### config.mk
export PLATFORM = sky130hd
export DESIGN_NAME = fll_lock_seq
export DESIGN_NICKNAME = d
export VERILOG_FILES = /design/src/rtl/fll_lock_seq.sv
export SDC_FILE = /design/constraint.sdc
export NUM_CORES = 1
export LEC_CHECK = 0
export BUFFER_PORTS_ARGS = -buffer_cell sky130_fd_sc_hd__buf_2
export CAP_MARGIN = 20
export CORE_MARGIN = 2
export CORE_UTILIZATION = 49
export CTS_BUF_LIST = sky130_fd_sc_hd__clkbuf_4 sky130_fd_sc_hd__clkbuf_8 sky130_fd_sc_hd__clkbuf_16
export CTS_CLUSTER_DIAMETER = 120
export DETAILED_ROUTE_END_ITERATION = 12
export PLACE_DENSITY = 0.77
export SYNTH_ARGS = -nofsm -noshare
export SYNTH_HDL_FRONTEND = slang
export SYNTH_SLANG_ARGS = --single-unit
export TNS_END_PERCENT = 20
### constraint.sdc
create_clock -name clk -period 5 [get_ports clk]
set_input_delay 0.25 -clock clk [delete_from_list [all_inputs] [get_ports clk]]
set_output_delay 0.25 -clock clk [all_outputs]
set_load 0.005 [all_outputs]
### src/rtl/fll_lock_seq.sv
// Lock sequencer for the frequency-rebound loop: resets the rebound block, waits for settle,
// qualifies a steady code and freezes it. Define FLLSEQ_RELOCK_EN to re-track on drift in LOCKED.
module fll_lock_seq #(
  parameter int W           = 8,
  parameter int RST_CYC     = 4,
  parameter int SETTLE_CYC  = 64,
  parameter int LOCK_CNT    = 32,
  parameter int TOL         = 1,
  parameter int TIMEOUT_CYC = 4096,
  parameter int UNLOCK_CNT  = 8
) (
  input  logic         clk,
  input  logic         rstb,
  input  logic         start,
  input  logic         abort,
  input  logic [W-1:0] fcode_syn,
  output logic         rb_rstb,
  output logic [W-1:0] code_out,
  output logic         locked,
  output logic         fail,
  output logic         busy,
  output logic [2:0]   state
);

  localparam logic [2:0] S_IDLE   = 3'd0;
  localparam logic [2:0] S_RESET  = 3'd1;
  localparam logic [2:0] S_SETTLE = 3'd2;
  localparam logic [2:0] S_TRACK  = 3'd3;
  localparam logic [2:0] S_LOCKED = 3'd4;
  localparam logic [2:0] S_FAIL   = 3'd5;

  localparam logic [15:0]  RST_LAST     = 16'(RST_CYC - 1);
  localparam logic [15:0]  SETTLE_LAST  = 16'(SETTLE_CYC - 1);
  localparam logic [15:0]  LOCK_LAST    = 16'(LOCK_CNT - 1);
  localparam logic [15:0]  TIMEOUT_LAST = 16'(TIMEOUT_CYC - 1);
  localparam logic [W:0]   TOL_W        = (W+1)'(TOL);
  localparam logic [W-1:0] CODE_RST     = W'(8);

  // Magnitude of the difference, widened by one bit so it can never wrap.
  function automatic logic [W:0] abs_diff(input logic [W-1:0] a, input logic [W-1:0] b);
    if (a >= b) abs_diff = {1'b0, a} - {1'b0, b};
    else        abs_diff = {1'b0, b} - {1'b0, a};
  endfunction

  logic [2:0]   state_q, state_d;
  logic [15:0]  timer_q, timer_d;
  logic [15:0]  stab_q, stab_d;
  logic [W-1:0] prev_q, prev_d;
  logic [W-1:0] code_q, code_d;
  logic         rb_rstb_q, locked_q, fail_q, busy_q;
  logic         trk_stable;
`ifdef FLLSEQ_RELOCK_EN
  localparam logic [15:0] UNLOCK_LAST = 16'(UNLOCK_CNT - 1);
  logic [15:0] drift_q, drift_d;
  logic        drift_out;
`endif

  assign trk_stable = (abs_diff(fcode_syn, prev_q) <= TOL_W);
`ifdef FLLSEQ_RELOCK_EN
  assign drift_out  = (abs_diff(fcode_syn, code_q) > TOL_W);
`endif

  always_comb begin
    state_d = state_q;
    stab_d  = stab_q;
    prev_d  = prev_q;
    code_d  = code_q;
`ifdef FLLSEQ_RELOCK_EN
    drift_d = '0;
`endif
    case (state_q)
      S_IDLE:   if (start) state_d = S_RESET;
      S_RESET:  if (timer_q == RST_LAST) state_d = S_SETTLE;
      S_SETTLE: if (timer_q == SETTLE_LAST) begin
        state_d = S_TRACK;
        stab_d  = '0;
        prev_d  = fcode_syn;
      end
      S_TRACK: begin
        prev_d = fcode_syn;
        stab_d = trk_stable ? stab_q + 16'd1 : 16'd0;
        // Lock takes precedence over a timeout landing on the same cycle.
        if (trk_stable && stab_q == LOCK_LAST) begin
          state_d = S_LOCKED;
          code_d  = fcode_syn;
        end else if (timer_q == TIMEOUT_LAST) begin
          state_d = S_FAIL;
        end
      end
      S_LOCKED: begin
`ifdef FLLSEQ_RELOCK_EN
        drift_d = drift_out ? drift_q + 16'd1 : 16'd0;
        if (drift_out && drift_q == UNLOCK_LAST) begin
          state_d = S_TRACK;
          stab_d  = '0;
          prev_d  = fcode_syn;
          drift_d = '0;
        end
`endif
        if (start) state_d = S_RESET;
      end
      S_FAIL:   if (start) state_d = S_RESET;
      default:  state_d = S_IDLE;
    endcase
    if (abort) state_d = S_IDLE;
`ifdef FLLSEQ_RELOCK_EN
    if (state_d != S_LOCKED) drift_d = '0;
`endif
    timer_d = (state_d != state_q) ? 16'd0 : timer_q + 16'd1;
  end

  // Outputs are decoded from the next state so they switch on the transition edge itself.
  always_ff @(posedge clk) begin
    if (rstb) begin
      state_q   <= S_IDLE;
      timer_q   <= '0;
      stab_q    <= '0;
      code_q    <= CODE_RST;
      rb_rstb_q <= 1'b0;
      locked_q  <= 1'b0;
      fail_q    <= 1'b0;
      busy_q    <= 1'b0;
`ifdef FLLSEQ_RELOCK_EN
      drift_q   <= '0;
`endif
    end else begin
      state_q   <= state_d;
      timer_q   <= timer_d;
      stab_q    <= stab_d;
      code_q    <= code_d;
      rb_rstb_q <= !(state_d == S_IDLE || state_d == S_RESET);
      locked_q  <= (state_d == S_LOCKED);
      fail_q    <= (state_d == S_FAIL);
      busy_q    <= (state_d == S_RESET || state_d == S_SETTLE || state_d == S_TRACK);
`ifdef FLLSEQ_RELOCK_EN
      drift_q   <= drift_d;
`endif
    end
  end

  always_ff @(posedge clk) begin
    prev_q <= prev_d;
  end

  assign state    = state_q;
  assign rb_rstb  = rb_rstb_q;
  assign code_out = code_q;
  assign locked   = locked_q;
  assign fail     = fail_q;
  assign busy     = busy_q;

endmodule

==> results.md, run 1 <==
- Outcome: complete, no violations
- Number of warnings reported in the yosys synthesis log: 0
- Leading cell types in the layout, fill and taps excluded: dfxtp_1 (47), nor2_1 (38), inv_1 (30)
- Required time of the critical path: 5.21 ns
- Hold path cells: 1
- Antenna cell count: 0
- Cell seen most often among critical-path stages: inv_1
- Category of the worst setup path launch point: flop
- PostCTS Resize Cnt: 0
- Antenna Violating Nets Remaining: 0
- Type of destination of the critical path: flop
- Clock input transition at the sequential cells of the worst setup and hold paths: 0.11 ns
- Overall die height: 86.6 µm
- Slowest cell on crit path: a211oi_2
- Total clock buffers created by CTS: 5
- Final setup violation count: 0
- P per Cell Area: 227 nW/µm²
- Share of cells above drive strength 1: 0.139
- Met3 wire len: 272 µm
- Worst min path class: input port to flop
- Global-route total usage across every layer: 0.188
- Sequential fraction of design power: 0.555
- Number of flops mapped to enable cells by yosys: 8
- Filler Cells Inserted: 620
- Register area share after synthesis: 0.354
- Dominant delay contributor by cell family on the critical path: compound AO/OA/AOI/OAI gates
- Commonest non-fill, non-tap cell in the layout: dfxtp_1
- Net count of the mapped netlist: 415
- Max-cap violation count: 0
- Pin slew with the least headroom to its limit: 1.07 ns
- Clock insertion delay at the later pin of the skew report: 0.32 ns
- Clock Power Share: 0.350
- Logic depth of the worst setup path including buffers: 11
- Maximum buffer depth of the clock tree: 2
- Met1 WL: 3150 µm
- Global-route wire length before repair: 11500 µm
- Switching power share of the total: 0.249
- Critical path buffer and inverter count: 2
- TritonCTS clock tree: yes
- Die Wd: 86.6 µm
- Post-synthesis instance total: 383
- Count of vias placed by the detailed router: 2745
- Sinks on the clock net: 55
- Initial antenna violation count: 0
- Setup slack on the worst flop-to-flop path: 1.44 ns
- GPL Wtd Cong: 0.927
- Multi-input logic area: 1940 µm²
- Peak clock frequency supported by timing: 281 MHz
- Count of pins on the block boundary: 27
- Switching Power: 203 µW
- Number of standard cells in the final layout excluding fillers: 483
- Share of flip-flops with an asynchronous set or reset after synthesis: 0
- Core region area: 6680 µm²
- Dominant synthesized flop cell: dfxtp_1
- Kind of critical path: flop to flop
- Final Critical Period: 3.56 ns
- Max H-tree Level: 2
- Post-CTS Hold Buffers: 0
- Final hold violations: 0
- Register-to-Register Path Depth: 11
- Period utilisation layout: 0.713
- Library cells used by synthesis: 60
- Port Buffer Count: 26
- Clk root buf: clkbuf_8
- Lkg Pwr: 0.00148 µW
- Maximum number of pins on one net before global-route repair: 23
- Routed Wire Length: 6710 µm
- Worst Skew: 0.0115 ns
- Total gr overflow: 0
- Avg Vias per Cell: 5.68
- Net count, final: 434
- Critical path's largest stage delay: 0.91 ns
- Floorplan die area: 7490 µm²
- Worst-case headroom to the max-slew limit: 0.286
- Routed wirelength normalized by instance count: 13.9 µm
- Mapped Avg Cell Area: 8.72 µm²
- Largest driver fanout on the critical path: 16
- Accumulated negative setup slack: 0 ns
- Max Slew Vio Count: 0
- Total instance count after detailed placement: 475
- Worst IR drop on VDD: 0.170 mV
- Effective utilization at floorplan: 0.500
- Post-synthesis sequential element count: 55
- Uppermost metal layer occupied by signal nets: met4
- Via count of the first global-routing pass: 2535
- Drt first-iter violations: 150
- Unrepaired setup endpoints after global routing: no
- Flip-flop and latch area: 1180 µm²
- Internal power summed over all cells: 612 µW
- Total standard cell area after synthesis: 3340 µm²
- Total half-perimeter wirelength after legalization and detailed placement: 5040 µm
- First-pass iteration count of the detailed router: 4
- DRC violations left: 0
- Critical path, cell by cell: inv_1, ha_1, inv_1, fa_1, and3_1, o21ai_0, mux2i_1, nand4_2, a211oi_2, a21o_4, nor2_1
- Post-CTS setup buffer count: 0
- Part of the total power dissipated in combinational logic: 0.094
- Met2 Routed Length: 3220 µm
- Data arrival, critical path: 3.78 ns
- Row Count: 30
- Area Growth Syn to Fin: 7.38%
-- worst paths after layout --
| kind | from | endpoint |
|---|---|---|
| max reg2reg | prev_q[0] | timer_q[12] |
| max | prev_q[0] | timer_q[12] |
| min | fcode_syn[0] | prev_q[0] |
| min reg2reg | stab_q[15] | stab_q[15] |
-- cells by family (layout without fill, tap and decap cells) --
family	after synthesis	count (layout)	synth area share
AOI/OAI and AO/OA	72	72	0.150
xor gates and xnor gates	24	24	0.0629
adders and majority gates	20	20	0.0794
buffers and inverters	46	66	0.0656
DFF	55	55	0.354
muxes	17	17	0.0513
and+or+nand+nor	149	149	0.237
-- power by group through the flow --
stage               Combinational (µW)  Sequential [µW]  Clock [µW]
floorplan                         59.0              462           0
global placement                  74.1              463           0
detailed placement                76.3              463           0
CTS                               76.7              453         294
global route                      86.2              454         311
finish                            77.0              453         286
-- synthesized netlist by cell type, drive strengths merged, types with 2 or more instances --
master	count	share of area
nor2	45	0.056
nor3	5	0.0075
dfxtp	47	0.28
nand2b	4	0.0075
xor2	11	0.029
nor4b	3	0.0097
nand4	7	0.015
and3	17	0.032
or3	3	0.0056
a22o	5	0.013
a211oi	4	0.013
a21oi	22	0.034
nor2b	4	0.0075
o21bai	2	0.0045
or2	3	0.0056
xnor2	13	0.034
fa	2	0.012
o32ai	2	0.0052
ha	18	0.067
edfxtp	8	0.072
inv	31	0.035
o21ai	17	0.025
nand3	20	0.030
nor3b	2	0.0045
a2111oi	2	0.0052
mux2i	16	0.048
and4	2	0.0052
and2	6	0.011
a21o	8	0.020
nor4	4	0.0094
buf	11	0.026
clkbuf	4	0.0045
nand2	21	0.024
-- layout make-up --
type                    count  area share
clock buffers               6      0.0262
repair buffers             27      0.0384
clock inverters             2     0.00488
multi-input cells         282       0.541
inverters                  31      0.0324
flip-flops and latches     55       0.329
well taps                  80      0.0279
-- worst reg2reg max path: cells and delay by family, from the launching register on --
| kind | cells | cell delay (ns) |
|---|---|---|
| buf+inv | 2 | 0.12 |
| fa+ha+maj | 2 | 0.54 |
| mux | 1 | 0.31 |
| simple gates | 3 | 0.44 |
| flops | 1 | 0.42 |
| compound gates | 3 | 1.64 |
-- metrics by stage --
stage	hold slack, ns	total power (µW)	area [µm²]	utilization	setup WS [ns]
finish	0.155	815	3590	0.537	1.44
global route	0.146	851	3590	0.537	1.13
CTS	0.152	824	3590	0.537	1.42
detailed placement	0.464	539	3470	0.520	1.44
global placement	0.440	537	3470	0.520	1.56
floorplan	0.349	521	3340	-	2.27
-- metal layers --
metal,global-route usage,up-vias
li1,-,1375
met1,0.256,1303
met2,0.310,61
met3,0.0324,6
met4,0.0469,0
met5,0,-
-- flip-flops by register name, indices dropped and copies added, names as in the netlist --
name and count:
prev_q 8, timer_q 16, busy 1, code_out 8, locked 1, state 3, stab_q 16, rb_rstb 1
fail 1
Power figures use the tool's default switching activity.
==> run 2, diff against run 1 <==
Clock period 5 ns to 3.3 ns, I/O delays scaled along.
==> run 2 against run 1 <==
Setup slack worse by 1.1 ns. Critical path depth unchanged. Clock power up 31%. Via count down 0.73%. Fmax up 18%. Cell count up 0.41%. Core utilization down 0.13 points. Sequential share of layout area up 0.081 points. Count of clock-buffer cells in the layout down 1. Hold slack worse by 0.076 ns. Non-clock buffer count up 2. Critical endpoint unchanged. Largest power group unchanged.
==> results.md, run 2 (synthesis results as in run 1) <==
- Outcome: complete, no violations
- Clock insertion delay at the later pin of the skew report: 0.31 ns (about the same)
- Overall Power: 1180 µW (+45%)
- Required time of the critical path: 3.51 ns (-1.70 ns)
- P per Cell Area: 330 nW/µm² (+45%)
- Global Route met2 Usage: 0.308 (-0.00210)
- Floorplan die area: 7490 µm² (unchanged)
- Post-CTS setup buffer count: 0 (unchanged)
- Die Wd: 86.6 µm (unchanged)
- Unrepaired setup endpoints after global routing: no
- Internal power summed over all cells: 877 µW (+43%)
- Peak clock frequency supported by timing: 332 MHz (+18%)
- Sinks on the clock net: 55 (unchanged)
- Total clock buffers created by CTS: 5 (unchanged)
- Switching Power: 302 µW (+49%)
- Core region area: 6680 µm² (unchanged)
- Sequential fraction of design power: 0.582 (+0.027)
- Final Critical Period: 3.01 ns (-0.551 ns)
- Met1 track utilization from global routing: 0.253 (-0.00236)
- Kind of critical path: flop to flop
- Leading cell types in the layout, fill and taps excluded: dfxtp_1 (47), nor2_1 (38), inv_1 (30)
- Global-route total usage across every layer: 0.188 (about the same)
- Routed Wire Length: 6670 µm (-0.57%)
- Slowest cell on crit path: fa_1
- Commonest non-fill, non-tap cell in the layout: dfxtp_1
- Category of the worst setup path launch point: flop
- Final hold violations: 0 (unchanged)
- Max-cap violation count: 0 (unchanged)
- Pin slew with the least headroom to its limit: 0.849 ns (-0.220 ns)
- Drt first-iter violations: 136 (-9.3%)
- Net count, final: 436 (+0.46%)
- Antenna Violating Nets Remaining: 0 (unchanged)
- Type of destination of the critical path: flop
- Count of vias placed by the detailed router: 2725 (-0.73%)
- Area Growth Syn to Fin: 7.12%
- TritonCTS clock tree: yes
- GR peak layer: met2
- Worst min path class: input port to flop
- Row Count: 30 (unchanged)
- Clk root buf: clkbuf_8
- Maximum buffer depth of the clock tree: 2 (unchanged)
- Part of the total power dissipated in combinational logic: 0.099 (+0.005)
- Port Buffer Count: 26 (unchanged)
- Total half-perimeter wirelength after legalization and detailed placement: 5050 µm (+0.15%)
- Max H-tree Level: 2 (unchanged)
- Avg Vias per Cell: 5.62 (-1.1%)
- Switching power share of the total: 0.256 (+0.00731)
- Critical path's largest stage delay: 0.39 ns (-0.52 ns)
- Clock Power Share: 0.319 (-0.031)
- Largest driver fanout on the critical path: 16 (unchanged)
- PostCTS Resize Cnt: 0 (unchanged)
- Worst Skew: 0.00437 ns (-0.00715 ns)
- Lkg Pwr: 0.00148 µW (-0.10%)
- Max Slew Vio Count: 0 (unchanged)
- Count of pins on the block boundary: 27 (unchanged)
- Initial antenna violation count: 0 (unchanged)
- DRC violations left: 0 (unchanged)
- Largest registers ranked by flip-flop count: stab_q x16, timer_q x16
- Clock input transition at the sequential cells of the worst setup and hold paths: 0.10 ns (about the same)
- Worst-case headroom to the max-slew limit: 0.432 (+0.146)
- Period utilisation layout: 0.913 (+0.200)
- Critical path, cell by cell: ha_1, inv_1, fa_1, and3_1, o21ai_0, mux2i_1, nand4_1, a211oi_2, buf_4, a21o_4, nor2_1
- Final setup violation count: 0 (unchanged)
- Accumulated negative setup slack: 0 ns (unchanged)
- Effective utilization at floorplan: 0.500 (unchanged)
- Total gr overflow: 0 (unchanged)
- Routed wirelength normalized by instance count: 13.8 µm (-0.98%)
- Global-route wire length before repair: 11500 µm (-0.12%)
- Data arrival, critical path: 3.22 ns (-0.56 ns)
- GPL Wtd Cong: 0.855 (-7.8%)
- Share of cells above drive strength 1: 0.143 (+0.00425)
- Worst IR drop on VDD: 0.254 mV (+50%)
- GR met3 Demand/Resource: 0.0343 (+0.00190)
- Post-CTS Hold Buffers: 0 (unchanged)
- First-pass iteration count of the detailed router: 4 (unchanged)
- Utilization of the core after routing: 0.535 (-0.00131)
- Antenna cell count: 0 (unchanged)
- Via count of the first global-routing pass: 2592 (+2.2%)
- Overall die height: 86.6 µm (unchanged)
- Worst hold margin: 0.0787 ns (-0.0759 ns)
- Maximum number of pins on one net before global-route repair: 23 (unchanged)
run 2: cell count changes in the layout (fill, tap and decap cells not counted):
cell,before,now
clkbuf_16,1,0
clkinv_2,0,1
clkinvlp_4,0,1
buf_4,1,3
inv_6,1,0
inv_4,0,1
clkinv_4,1,0
run 2: area by class of cell:
cell class	instances	area (µm²)
clock buffers	5	68.8
clock inverters	3	18.8
fillers	621	3100
inverters	31	116
multi-input cells	282	1940
flip-flops and latches	55	1180
well taps	80	100
repair buffers	29	153
run 2: final timing paths:
path | slack [ns] | cells past startpoint | from | to
worst max-delay path | 0.29 | 11 | prev_q[0] | timer_q[12]
worst min-delay path | 0.08 | 1 | fcode_syn[6] | prev_q[6]
worst max register to register | 0.29 | 11 | prev_q[0] | timer_q[12]
worst min register to register | 0.47 | 1 | stab_q[15] | stab_q[15]
run 2: per-layer routing:
| metal | share of wire | up-vias |
|---|---|---|
| met5 | 0 | - |
| met4 | 0.018 | 0 |
| met3 | 0.047 | 12 |
| met2 | 0.47 | 62 |
| met1 | 0.46 | 1279 |
| li1 | - | 1372 |
run 2: critical path: cells and delay by family, from the launching register on:
kind                       cells  cell delay, ns
AOI/OAI and AO/OA              3            0.87
adders and majority gates      2            0.58
muxes                          1            0.28
DFF                            1            0.37
buffers and inverters          2            0.31
and+or+nand+nor                3            0.49
run 2: through the flow:
step	cells	worst slack, ns	instance area [µm²]
2_1_floorplan	383	0.570	3340
3_3_place_gp	477	0.387	3490
3_5_place_dp	477	0.316	3490
4_1_cts	485	0.284	3580
5_1_grt	485	0.00766	3580
6_report	485	0.286	3580
run 2: power groups by stage:
stage | logic [µW] | registers, µW | clock network, µW
after detailed placement | 116 | 701 | 0
final | 117 | 686 | 376
after floorplan | 89.4 | 701 | 0
after CTS | 116 | 686 | 380
after global routing | 131 | 687 | 409
after global placement | 114 | 701 | 0
==> run 3, diff against run 2 <==
==> constraint.sdc (replaced) <==
create_clock -name clk -period 3.3 [get_ports clk]
set_input_delay 0 -clock clk [delete_from_list [all_inputs] [get_ports clk]]
set_output_delay 0 -clock clk [all_outputs]
set_load 0.005 [all_outputs]
==> run 3 against run 2 <==
Wire length increased by 2.1%. First-iteration DRC count increased by 0.74%. Clock skew increased by 0.0067 ns. Largest cell class unchanged. Largest power group unchanged.
==> results.md, run 3 (synthesis results as in run 1) <==
- GPL Wtd Cong: 0.869 (+1.7%)
- Antenna cell count: 0 (unchanged)
- Pin slew with the least headroom to its limit: 0.888 ns (+0.0390 ns)
- Global-route total usage across every layer: 0.190 (+0.00206)
- Largest registers ranked by flip-flop count: stab_q x16, timer_q x16
- Final design area excluding fillers: 3670 µm² (+2.6%)
- Dominant delay contributor by cell family on the critical path: buffers and inverters
- Register-to-Register Path Depth: 12 (+1)
- Slowest cell on crit path: dlygate4sd3_1
- Global-route wire length before repair: 11200 µm (-2.6%)
- Count of pins on the block boundary: 27 (unchanged)
- Clock insertion delay at the later pin of the skew report: 0.32 ns (about the same)
- Accumulated negative setup slack: 0 ns (unchanged)
- Peak clock frequency supported by timing: 329 MHz (-0.83%)
- Maximum number of pins on one net before global-route repair: 23 (unchanged)
- Clock Power Share: 0.325 (+0.006)
- Worst-case headroom to the max-slew limit: 0.406 (-0.0261)
- Post-CTS setup buffer count: 0 (unchanged)
- Setup slack on the worst flop-to-flop path: 0.27 ns (-0.02 ns)
- Hold Crit Start: rstb
- Net count, final: 444 (+1.8%)
- Filler Cells Inserted: 604 (-2.7%)
- Maximum buffer depth of the clock tree: 2 (unchanged)
- Utilization of the core after routing: 0.549 (+0.0140)
- Worst IR drop on VDD: 0.277 mV (+8.9%)
- Total gr overflow: 0 (unchanged)
- Hold path cells: 2 (+1)
- Required time of the critical path: 3.50 ns (about the same)
- Commonest non-fill, non-tap cell in the layout: dfxtp_1
- Total half-perimeter wirelength after legalization and detailed placement: 5050 µm (about the same)
- Max-cap violation count: 0 (unchanged)
- Period utilisation layout: 0.921 (+0.00767)
- Drt first-iter violations: 137 (+0.74%)
- Port Buffer Count: 26 (unchanged)
- Outcome: complete, no violations
- Category of the worst setup path launch point: input port
- Area Growth Syn to Fin: 9.93%
- Largest driver fanout on the critical path: 16 (unchanged)
- Share of cells above drive strength 1: 0.143 (-0.000353)
- TritonCTS clock tree: yes
- Switching power share of the total: 0.242 (-0.0142)
- Kind of critical path: input port to flop
- Type of destination of the critical path: flop
- Total clock buffers created by CTS: 5 (unchanged)
- Sequential fraction of design power: 0.570 (-0.012)
- Critical path's largest stage delay: 0.53 ns (+0.14 ns)
- Antenna Violating Nets Remaining: 0 (unchanged)
- Hold EP: code_out[5]
- Via count of the first global-routing pass: 2445 (-5.7%)
- Overall die height: 86.6 µm (unchanged)
- Worst flop-to-flop path endpoint: timer_q[14]
- Routed wirelength normalized by instance count: 13.8 µm (+0.47%)
- Internal power summed over all cells: 912 µW (+4.0%)
- Cell seen most often among critical-path stages: inv_1
- Lkg Pwr: 0.00153 µW (+2.8%)
- Leading cell types in the layout, fill and taps excluded: dfxtp_1 (47), nor2_1 (38), inv_1 (30)
- Core region area: 6680 µm² (unchanged)
- Row Count: 30 (unchanged)
- Die Wd: 86.6 µm (unchanged)
- Critical path, cell by cell: dlygate4sd3_1, buf_2, inv_1, ha_1, inv_1, fa_1, and3_1, o21ai_0, mux2i_1, nand4_1, a211oi_2, buf_4, a21o_4, nor2_1
- Avg Vias per Cell: 5.58 (-0.72%)
- Clk root buf: clkbuf_8
- P per Cell Area: 328 nW/µm² (-0.52%)
- Clock input transition at the sequential cells of the worst setup and hold paths: 0.10 ns (about the same)
- Count of vias placed by the detailed router: 2750 (+0.92%)
- Part of the total power dissipated in combinational logic: 0.105 (+0.006)
- Final setup violation count: 0 (unchanged)
- Sinks on the clock net: 55 (unchanged)
- Initial antenna violation count: 0 (unchanged)
- Total instance count after detailed placement: 477 (unchanged)
- Worst min path class: input port to flop
- Final Critical Period: 3.04 ns (+0.0253 ns)
- Data arrival, critical path: 3.24 ns (+0.02 ns)
- Max H-tree Level: 2 (unchanged)
- Placed instance area: 3490 µm² (unchanged)
- Switching Power: 291 µW (-3.6%)
- First-pass iteration count of the detailed router: 4 (unchanged)
- Unrepaired setup endpoints after global routing: no
- Final hold violations: 0 (unchanged)
- Number of standard cells in the final layout excluding fillers: 493 (+1.6%)
- Source of the worst register-to-register timing path: prev_q[0]
- Routed Wire Length: 6820 µm (+2.1%)
- Floorplan die area: 7490 µm² (unchanged)
- DRC violations left: 0 (unchanged)
- Worst Skew: 0.0111 ns (+0.00669 ns)
- Critical path buffer and inverter count: 5 (+3)
- Effective utilization at floorplan: 0.500 (unchanged)
- Max Slew Vio Count: 0 (unchanged)
## run 3: worst max-delay path by stage
stage / start / to / slack (ns) / cells after the start
finish: fcode_syn[0] / timer_q[14] / 0.26 / 14
global route: fcode_syn[0] / timer_q[14] / 0.03 / 14
CTS: prev_q[0] / timer_q[14] / 0.21 / 13
detailed placement: prev_q[0] / timer_q[12] / 0.27 / 13
global placement: prev_q[0] / timer_q[14] / 0.40 / 11
floorplan: prev_q[0] / timer_q[5] / 0.57 / 13
## run 3: final cells by class
type | instances | area [µm²] | area share
Inverter | 31 | 116 | 0.0317
Clock inverter | 1 | 5.00 | 0.00136
Clock buffer | 7 | 90.1 | 0.0245
Sequential cell | 55 | 1180 | 0.322
Timing Repair Buffer | 37 | 233 | 0.0634
Tap cell | 80 | 100 | 0.0273
Multi-Input combinational cell | 282 | 1950 | 0.530
## run 3: power by group through the flow
| stage | clock network (µW) | registers [µW] | logic [µW] |
|---|---|---|---|
| after floorplan | 0 | 701 | 89.4 |
| after global placement | 0 | 701 | 114 |
| after detailed placement | 0 | 701 | 116 |
| after CTS | 406 | 686 | 124 |
| after global routing | 426 | 686 | 140 |
| final | 391 | 686 | 126 |
## run 3: timing repair
action,4_1_cts,5_1_grt
hold endpoints to repair,14,0
gates resized for setup,0,1
setup endpoints to repair,0,15
hold buffers,8,0
## run 3: through the flow
step,hold WS (ns),setup slack (ns),power (µW)
floorplan,0.0989,0.570,790
global placement,0.231,0.402,815
detailed placement,0.229,0.267,817
CTS,0.0442,0.206,1220
global route,0.0684,0.0344,1250
finish,0.0580,0.261,1200
## run 3: routing by layer
metal	vias up	part of all wire	track usage
met4	0	0.022	0.0795
met1	1281	0.48	0.254
met2	61	0.45	0.302
met3	14	0.043	0.0343
li1	1394	-	-
met5	-	0	0
